File: config.mk
export PLATFORM = sky130hd
export DESIGN_NAME = rom_playback_sequencer
export DESIGN_NICKNAME = d
export VERILOG_FILES = /design/src/rtl/rom_playback_sequencer.sv
export SDC_FILE = /design/constraint.sdc
export NUM_CORES = 1
export LEC_CHECK = 0
export ABC_AREA = 1
export CELL_PAD_IN_SITES_DETAIL_PLACEMENT = 2
export CELL_PAD_IN_SITES_GLOBAL_PLACEMENT = 2
export CORE_ASPECT_RATIO = 1.75
export CORE_MARGIN = 10
export CORE_UTILIZATION = 27
export CTS_CLUSTER_DIAMETER = 200
export DETAILED_ROUTE_END_ITERATION = 8
export GPL_TIMING_DRIVEN = 1
export MAX_ROUTING_LAYER = met4
export PLACE_DENSITY_LB_ADDON = 0.05
export REMOVE_ABC_BUFFERS = 1
export SYNTH_ARGS = -nofsm -noshare
export SYNTH_HDL_FRONTEND = slang
export SYNTH_SLANG_ARGS = --single-unit
export TNS_END_PERCENT = 10
File: constraint.sdc
create_clock -name clk -period 1.6 [get_ports clk]
set_input_delay 0.16 -clock clk [delete_from_list [all_inputs] [get_ports clk]]
set_output_delay 0.16 -clock clk [all_outputs]
set_load 0.05 [all_outputs]
File: src/rtl/rom_playback_sequencer.sv
// Paces audio ROM playback at one word per DIVIDE_BY clocks; capture lands ROM_LATENCY+1 clocks after the tick.
// A captured sample waits in sample_out until write_ready; an unconsumed sample is overwritten and counted.
module rom_playback_sequencer #(
    parameter int DIVIDE_BY   = 1250,
    parameter int ROM_SIZE    = 52612,
    parameter int ADDR_W      = 16,
    parameter int ROM_LATENCY = 2
) (
    input  logic              clk,
    input  logic              reset_n,
    input  logic              play,
    input  logic              loop,
    output logic [ADDR_W-1:0] rom_addr,
    input  logic [15:0]       rom_q,
    input  logic              write_ready,
    output logic              write,
    output logic [23:0]       sample_out,
    output logic              busy,
    output logic              done,
    output logic [7:0]        overrun_cnt
);

    localparam int                CNT_W     = (DIVIDE_BY > 1) ? $clog2(DIVIDE_BY) : 1;
    localparam logic [CNT_W-1:0]  CNT_LAST  = CNT_W'(DIVIDE_BY - 1);
    localparam logic [ADDR_W-1:0] ADDR_LAST = ADDR_W'(ROM_SIZE - 1);
    localparam logic [1:0]        LAT_LAST  = 2'(ROM_LATENCY - 1);

    typedef enum logic [1:0] {IDLE, WAIT_TICK, FETCH, DONE} state_t;

    state_t            state_q, state_d;
    logic [CNT_W-1:0]  count_q, count_d;
    logic [1:0]        lat_q, lat_d;
    logic [ADDR_W-1:0] addr_q, addr_d;
    logic              pending_q, pending_d;
    logic [23:0]       sample_q, sample_d;
    logic [7:0]        overrun_q, overrun_d;
    logic              tick;
    logic              capture;

    always_ff @(posedge clk or negedge reset_n) begin
        if (!reset_n) begin
            state_q   <= IDLE;
            count_q   <= '0;
            lat_q     <= '0;
            addr_q    <= '0;
            pending_q <= 1'b0;
            sample_q  <= '0;
            overrun_q <= '0;
        end else begin
            state_q   <= state_d;
            count_q   <= count_d;
            lat_q     <= lat_d;
            addr_q    <= addr_d;
            pending_q <= pending_d;
            sample_q  <= sample_d;
            overrun_q <= overrun_d;
        end
    end

    assign tick = (count_q == CNT_LAST);

    always_comb begin
        state_d = state_q;
        count_d = count_q;
        lat_d   = lat_q;
        addr_d  = addr_q;
        capture = 1'b0;
        case (state_q)
            IDLE: begin
                count_d = '0;
                lat_d   = '0;
                addr_d  = '0;
                if (play) state_d = WAIT_TICK;
            end
            WAIT_TICK: begin
                count_d = tick ? '0 : count_q + 1'b1;
                if (!play) begin
                    state_d = IDLE;
                    addr_d  = '0;
                    count_d = '0;
                end else if (tick) begin
                    state_d = FETCH;
                    lat_d   = '0;
                end
            end
            FETCH: begin
                // Counter keeps running through the fetch so the sample period stays exact.
                count_d = tick ? '0 : count_q + 1'b1;
                lat_d   = lat_q + 1'b1;
                if (lat_q == LAT_LAST) begin
                    capture = 1'b1;
                    lat_d   = '0;
                    if (!play) begin
                        state_d = IDLE;
                        addr_d  = '0;
                        count_d = '0;
                    end else if (addr_q != ADDR_LAST) begin
                        state_d = WAIT_TICK;
                        addr_d  = addr_q + 1'b1;
                    end else if (loop) begin
                        state_d = WAIT_TICK;
                        addr_d  = '0;
                    end else begin
                        state_d = DONE;
                        count_d = '0;
                    end
                end
            end
            DONE: begin
                count_d = '0;
                if (!play) begin
                    state_d = IDLE;
                    addr_d  = '0;
                end
            end
            default: state_d = IDLE;
        endcase
    end

    always_comb begin
        write     = pending_q & write_ready;
        pending_d = capture | (pending_q & ~write);
        sample_d  = capture ? {rom_q, 8'h00} : sample_q;
        overrun_d = overrun_q;
        // A capture coinciding with a write is a clean hand-over, not an overrun.
        if (capture && pending_q && !write && overrun_q != 8'hFF)
            overrun_d = overrun_q + 8'd1;
    end

    assign rom_addr    = addr_q;
    assign sample_out  = sample_q;
    assign busy        = (state_q == WAIT_TICK) || (state_q == FETCH);
    assign done        = (state_q == DONE);
    assign overrun_cnt = overrun_q;

endmodule

# Word level (Yosys, flattened, before mapping)
# Cells that the tools add are included.
# W data, S select, Z words.
# classes
muxes	28
eq_ne	15
add_sub_neg	4
bitwise_logic	4
n_reduce_logical	12
# op_table
op	count
$mux W16	5
$mux W11	6
$pmux W16 S3	1
$pmux W11 S3	1
$mux W2	11
$add A16 B1 Y16 const B	1
$ne A16 B16 Y1 const B	1
$ne A2 B2 Y1 const B	6
$add A11 B1 Y11 const B	1
$eq A11 B11 Y1 const B	1
$add A8 B1 Y8 const B	1
$ne A8 B8 Y1 const B	1
$pmux W2 S4	1
$pmux W2 S3	1
$reduce_and A3 Y1	2
$eq A2 B1 Y1 const B	2
$eq A2 B2 Y1 const B	2
$ne A4 B4 Y1 const B	1
$reduce_and A4 Y1	1
$reduce_or A2 Y1	2
$logic_and A1 B1 Y1	3
$ne A3 B3 Y1 const B	1
$reduce_bool A3 Y1	1
$add A2 B1 Y2 const B	1
other kinds (7)	9
# totals
inputBits	21
regBits	56

# Longest topological paths before layout
# Gate-level depths: netlist of the first run.
# depth
ltp_word	7
ltp_mapped	10

# Least setup slack after synthesis of the first run
# OpenSTA, ideal clock, no wires.
# synth_timing
path_kind	register -> register
startpoint	reg addr_q[0] (netlist: rom_addr[0])
endpoint	reg count_q[0]
period_less_slack_ns	1.885
slack_ns	-0.285
arrival_ns	1.761
stages_incl_launch_ff	11
path_cell_list	dfrtp_1 ha_1 buf_2 nand3_1 nor2_4 nand3_1 nand2_1 nand2_1 nand2_1 buf_4 a21oi_1
# synth_between
elab_chain_len	5
# synth_rtl
element	line	source
start, declared	33	logic [ADDR_W-1:0] addr_q, addr_d;
start signal, assigned	53	addr_q <= addr_d;
$ne A16 B16 Y1	97	end else if (addr_q != ADDR_LAST) begin
$mux W11	97	
$mux W11	93	if (!play) begin
$mux W11	90	if (lat_q == LAT_LAST) begin
$pmux W11 S3	68	case (state_q)
via count_d[0]	31	logic [CNT_W-1:0] count_q, count_d;
end signal, assigned	51	count_q <= count_d;
end, declared	31	
# The timed path passes the listed nets, and every way through them passes these cells.
# A chain may end at the register's enable or synchronous reset.

# Worst setup path after layout of the first run
# layout_timing
startpoint	reg addr_q[3] (netlist: rom_addr[3])
endpoint	reg addr_q[12] (netlist: rom_addr[12])
# layout_between
elab_chain_len	5
word_cells_on_any_way	8
# layout_rtl
element	line
$add A16 B1 Y16 or $ne A16 B16 Y1 (tied branches)	99, 97
$mux W16	97
$mux W16	93
$mux W16	90
$pmux W16 S3	68
# Several ways; a longest one is shown, not always the timed one. The select of a mux whose other input is x is not followed.

==> PnR_summary.wiki, run 1 <==
{| class="wikitable"
! Metric !! Value
|-
| Die area || 17050 um^2
|-
| Total placed cells including tap cells || 627
|-
| Fmax achieved || 624.0 MHz
|-
| Post-Synthesis Cells || 387
|-
| Max clock buf depth || 2
|-
| Total setup violations reported at the end of the flow || 2
|-
| Final period utilization || 1.002
|-
| Wire length per cell after detailed routing || 18.38 um
|-
| Library cells used by synthesis || 38
|-
| Power density over the cells || 1322 nW/um^2
|-
| Unrepaired setup endpoints after global routing || yes
|-
| Filler instances || 1350
|-
| Detailed Route Iter0 Violations || 58
|-
| Largest family of logic cells by synthesized area || simple AND/OR/NAND/NOR gates
|-
| Mux contribution to synthesized area || 0.05524
|-
| Number of nets in the layout || 537
|-
| Max-slew violation count || 0
|-
| Status || finished with violations
|-
| Overall power of the completed layout || 0.006344 W
|-
| Number of CTS-inserted buffers || 5
|-
| Routability congestion estimate from global placement || 0.7802
|-
| Cell area after technology mapping || 3262 um^2
|-
| Clock H-tree levels || 2
|-
| Clock latency of the later-clocked register in the worst-skew pair || 310 ps
|-
| Antenna violations before repair || 0
|-
| Type of the most critical hold path || input pin to async pin
|-
| Overall die width || 103.1 um
|-
| Fin util || 0.4020
|-
| DR pass1 iterations || 4
|-
| Crit start category || flop
|-
| Die Y-Extent || 165.4 um
|-
| Routed WL || 11850 um
|-
| Final ANT Viol Nets || 0
|-
| Sum of overflow across all layers after global routing || 0
|-
| Clock root buffer master || clkbuf_16
|-
| Number of storage elements in the synthesis netlist || 56
|-
| Mean Syn Cell Area || 8.429 um^2
|-
| Layout overhead on the synthesized area || 47.10%
|-
| First-pass GRT wire length || 18750 um
|-
| Tot GR Track Use || 0.1468
|-
| Req. time, crit path || 1830 ps
|-
| Initial Utilization || 0.2733
|-
| Arrival time worst endpoint || 1830 ps
|-
| CTS tree || built
|-
| Shortest clock period the worst path allows after layout || 1603 ps
|-
| CTS Sinks || 56
|-
| Buffers on Ports || 63
|-
| Post-route insts no fill || 645
|-
| Worst Setup Slack, final || -2.545 ps
|-
| Layout cell share with drive strength beyond 1 || 0.3740
|-
| P_leak || 2.199 nW
|-
| Area of the core || 11940 um^2
|-
| Residual DRC || 0
|-
| Violated checks || setup timing
|-
| Largest driver fanout on the critical path || 6
|-
| Vias || 3124
|-
| Classification of the worst setup path || flop to flop
|-
| Worst clock skew on the final layout || 10.36 ps
|-
| Vias in the first global route || 3563
|-
| Aggregate negative setup slack || -2.788 ps
|-
| Top-level port count || 72
|-
| Via-per-instance ratio || 4.843
|-
| Portion of the post-synthesis area used by sequential elements || 0.4296
|-
| Fraction of the mapped netlist area in compound gates || 0.07863
|-
| Number of max-capacitance violations reported || 0
|-
| Area share of xor/xnor cells in the synthesized design || 0.04028
|-
| Hold violation count in the final report || 0
|-
| Worst Setup End Kind || flop
|-
| Largest net degree at the start of global routing || 57
|-
| DP Wirelength || 9142 um
|-
| Yosys synthesis warning count || 0
|-
| Worst VDD drop || 1.073 mV
|-
| Clock transition at the registers of the reported paths || 80 ps
|-
| Path depth of the worst reg2reg path || 9
|-
| Adder-cell area share of the yosys netlist || 0.03452
|-
| Site Rows || 53
|-
| Basic-gate share of the synthesized area counting and, or, nand and nor cells || 0.2754
|-
| Antenna Diode Count || 0
|}
## critical path, stage by stage (launching register included)
cell and delay, ps:
dfrtp_2 450, nor2_2 170, nand2_2 90, nor2_4 120
buf_4 130, nand4_4 100, nand3_4 180, clkbuf_16 190
nand2_2 50, o21ai_2 50
## metal layers
layer / global-route usage / part of all wire / vias to the layer above
li1: - / - / 1481
met1: 0.1422 / 0.35 / 1585
met2: 0.2868 / 0.61 / 44
met3: 0.01708 / 0.022 / 14
met4: 0.04892 / 0.020 / 0
met5: - / 0 / -
## state kept, by name (all words and copies together) (netlist names)
register / flops
overrun_cnt: 8
rom_addr: 16
pending_q: 1
lat_q: 2
state_q: 2
sample_out: 16
count_q: 11
## placed cells by master (no fill, tap or decap), types with 8 or more instances in the layout
master | netlist | routed
mux2_2 | 16 | 16
nand4_1 | 15 | 15
buf_12 | 0 | 14
inv_1 | 37 | 33
o21ai_2 | 7 | 8
nand3_1 | 30 | 30
nor2_1 | 36 | 29
buf_4 | 11 | 82
xor2_1 | 11 | 11
conb_1 | 1 | 8
nor2_2 | 3 | 10
nand2_1 | 93 | 81
a21oi_1 | 10 | 10
clkdlybuf4s50_1 | 0 | 19
nand2_2 | 3 | 13
dfrtp_1 | 56 | 49
## layout make-up
cell class / count / area, um^2 / share of cell area
clock buffers: 5 / 125.1 / 0.02608
clock inverters: 3 / 26.28 / 0.005476
inverters: 40 / 155.1 / 0.03233
multi-input cells: 282 / 1725 / 0.3596
flip-flops and latches: 56 / 1410 / 0.2939
well taps: 137 / 171.4 / 0.03572
repair buffers: 122 / 1185 / 0.2469
## path summary, 6_finish.rpt
kind,start,to,slack [ps]
max,rom_addr[3],rom_addr[12],-3
min,reset_n,sample_out[9],390
max reg2reg,rom_addr[3],rom_addr[12],-3
min reg2reg,lat_q[0],lat_q[0],500
max in group asynchronous,reset_n,rom_addr[14],880
min in group clk,rom_q[11],sample_out[19],460
## kinds of logic after synthesis
family | after synthesis
and+or+nand+nor | 194
buffers and inverters | 57
DFF | 56
AOI/OAI and AO/OA | 39
muxes | 16
xor gates and xnor gates | 15
adders and majority gates | 9
other | 1
## cell usage after synthesis
library cell  count  share of area
inv_1            37          0.043
nand2_1          93           0.11
o21ai_0           8          0.012
conb_1            1         0.0011
or2_2             2         0.0038
nor4_1            1         0.0019
buf_2             3         0.0046
mux2_2           16          0.055
inv_2             1         0.0011
a21oi_1          10          0.015
buf_8             1         0.0046
nor3_2            1         0.0031
a41oi_1           1         0.0027
nor2_1           36          0.041
nand3_1          30          0.046
nor2_2            3         0.0058
clkbuf_1          1         0.0011
nand4_1          15          0.029
nand3_4           1         0.0054
xnor2_1           4          0.011
xor2_1           11          0.030
a31oi_1           1         0.0019
buf_4            11          0.025
nor3_1            4         0.0061
buf_6             1         0.0035
o21ai_2           7          0.019
a21oi_4           1         0.0050
o21bai_1          4         0.0092
a21o_1            1         0.0023
clkinv_1          2         0.0023
o211ai_1          1         0.0023
nand2_2           3         0.0058
dfrtp_1          56           0.43
nand4_4           1         0.0065
ha_1              9          0.035
a21oi_2           1         0.0027
nor2_4            4          0.014
o21ai_1           4         0.0061
## where the power goes
part / internal [W] / switching [W] / leakage [nW] / total [W]
Clock: 0.000595 / 0.000588 / 0.0744 / 0.00118
Sequential: 0.00168 / 0.000156 / 0.704 / 0.00184
Combinational: 0.00126 / 0.00206 / 1.42 / 0.00332
## through the flow
stage / setup WS (ps) / hold slack [ps] / area, um^2
floorplan: -351.7 / -135.6 / 3161
global placement: -27.58 / 197.3 / 4400
detailed placement: -85.88 / 201.1 / 4400
CTS: 0.4875 / 409.3 / 4578
global route: -78.67 / 423.5 / 4798
finish: -2.545 / 392.5 / 4798
## what timing repair did
action	in CTS	in global routing
buffers inserted	0	6
cloned	1	3
setup endpoints to repair	25	38
pin swaps	3	12
hold buffers	1	0
gates resized for setup	6	45
hold endpoints to repair	56	0
Note: power is estimated with default switching activity, not from simulation.
==> run 2: changes to the inputs <==
Settings changed: SLEW_MARGIN set to 20.
==> results of run 2 <==
Same layout as run 1: the final DEF is identical, and so are final timing and power.
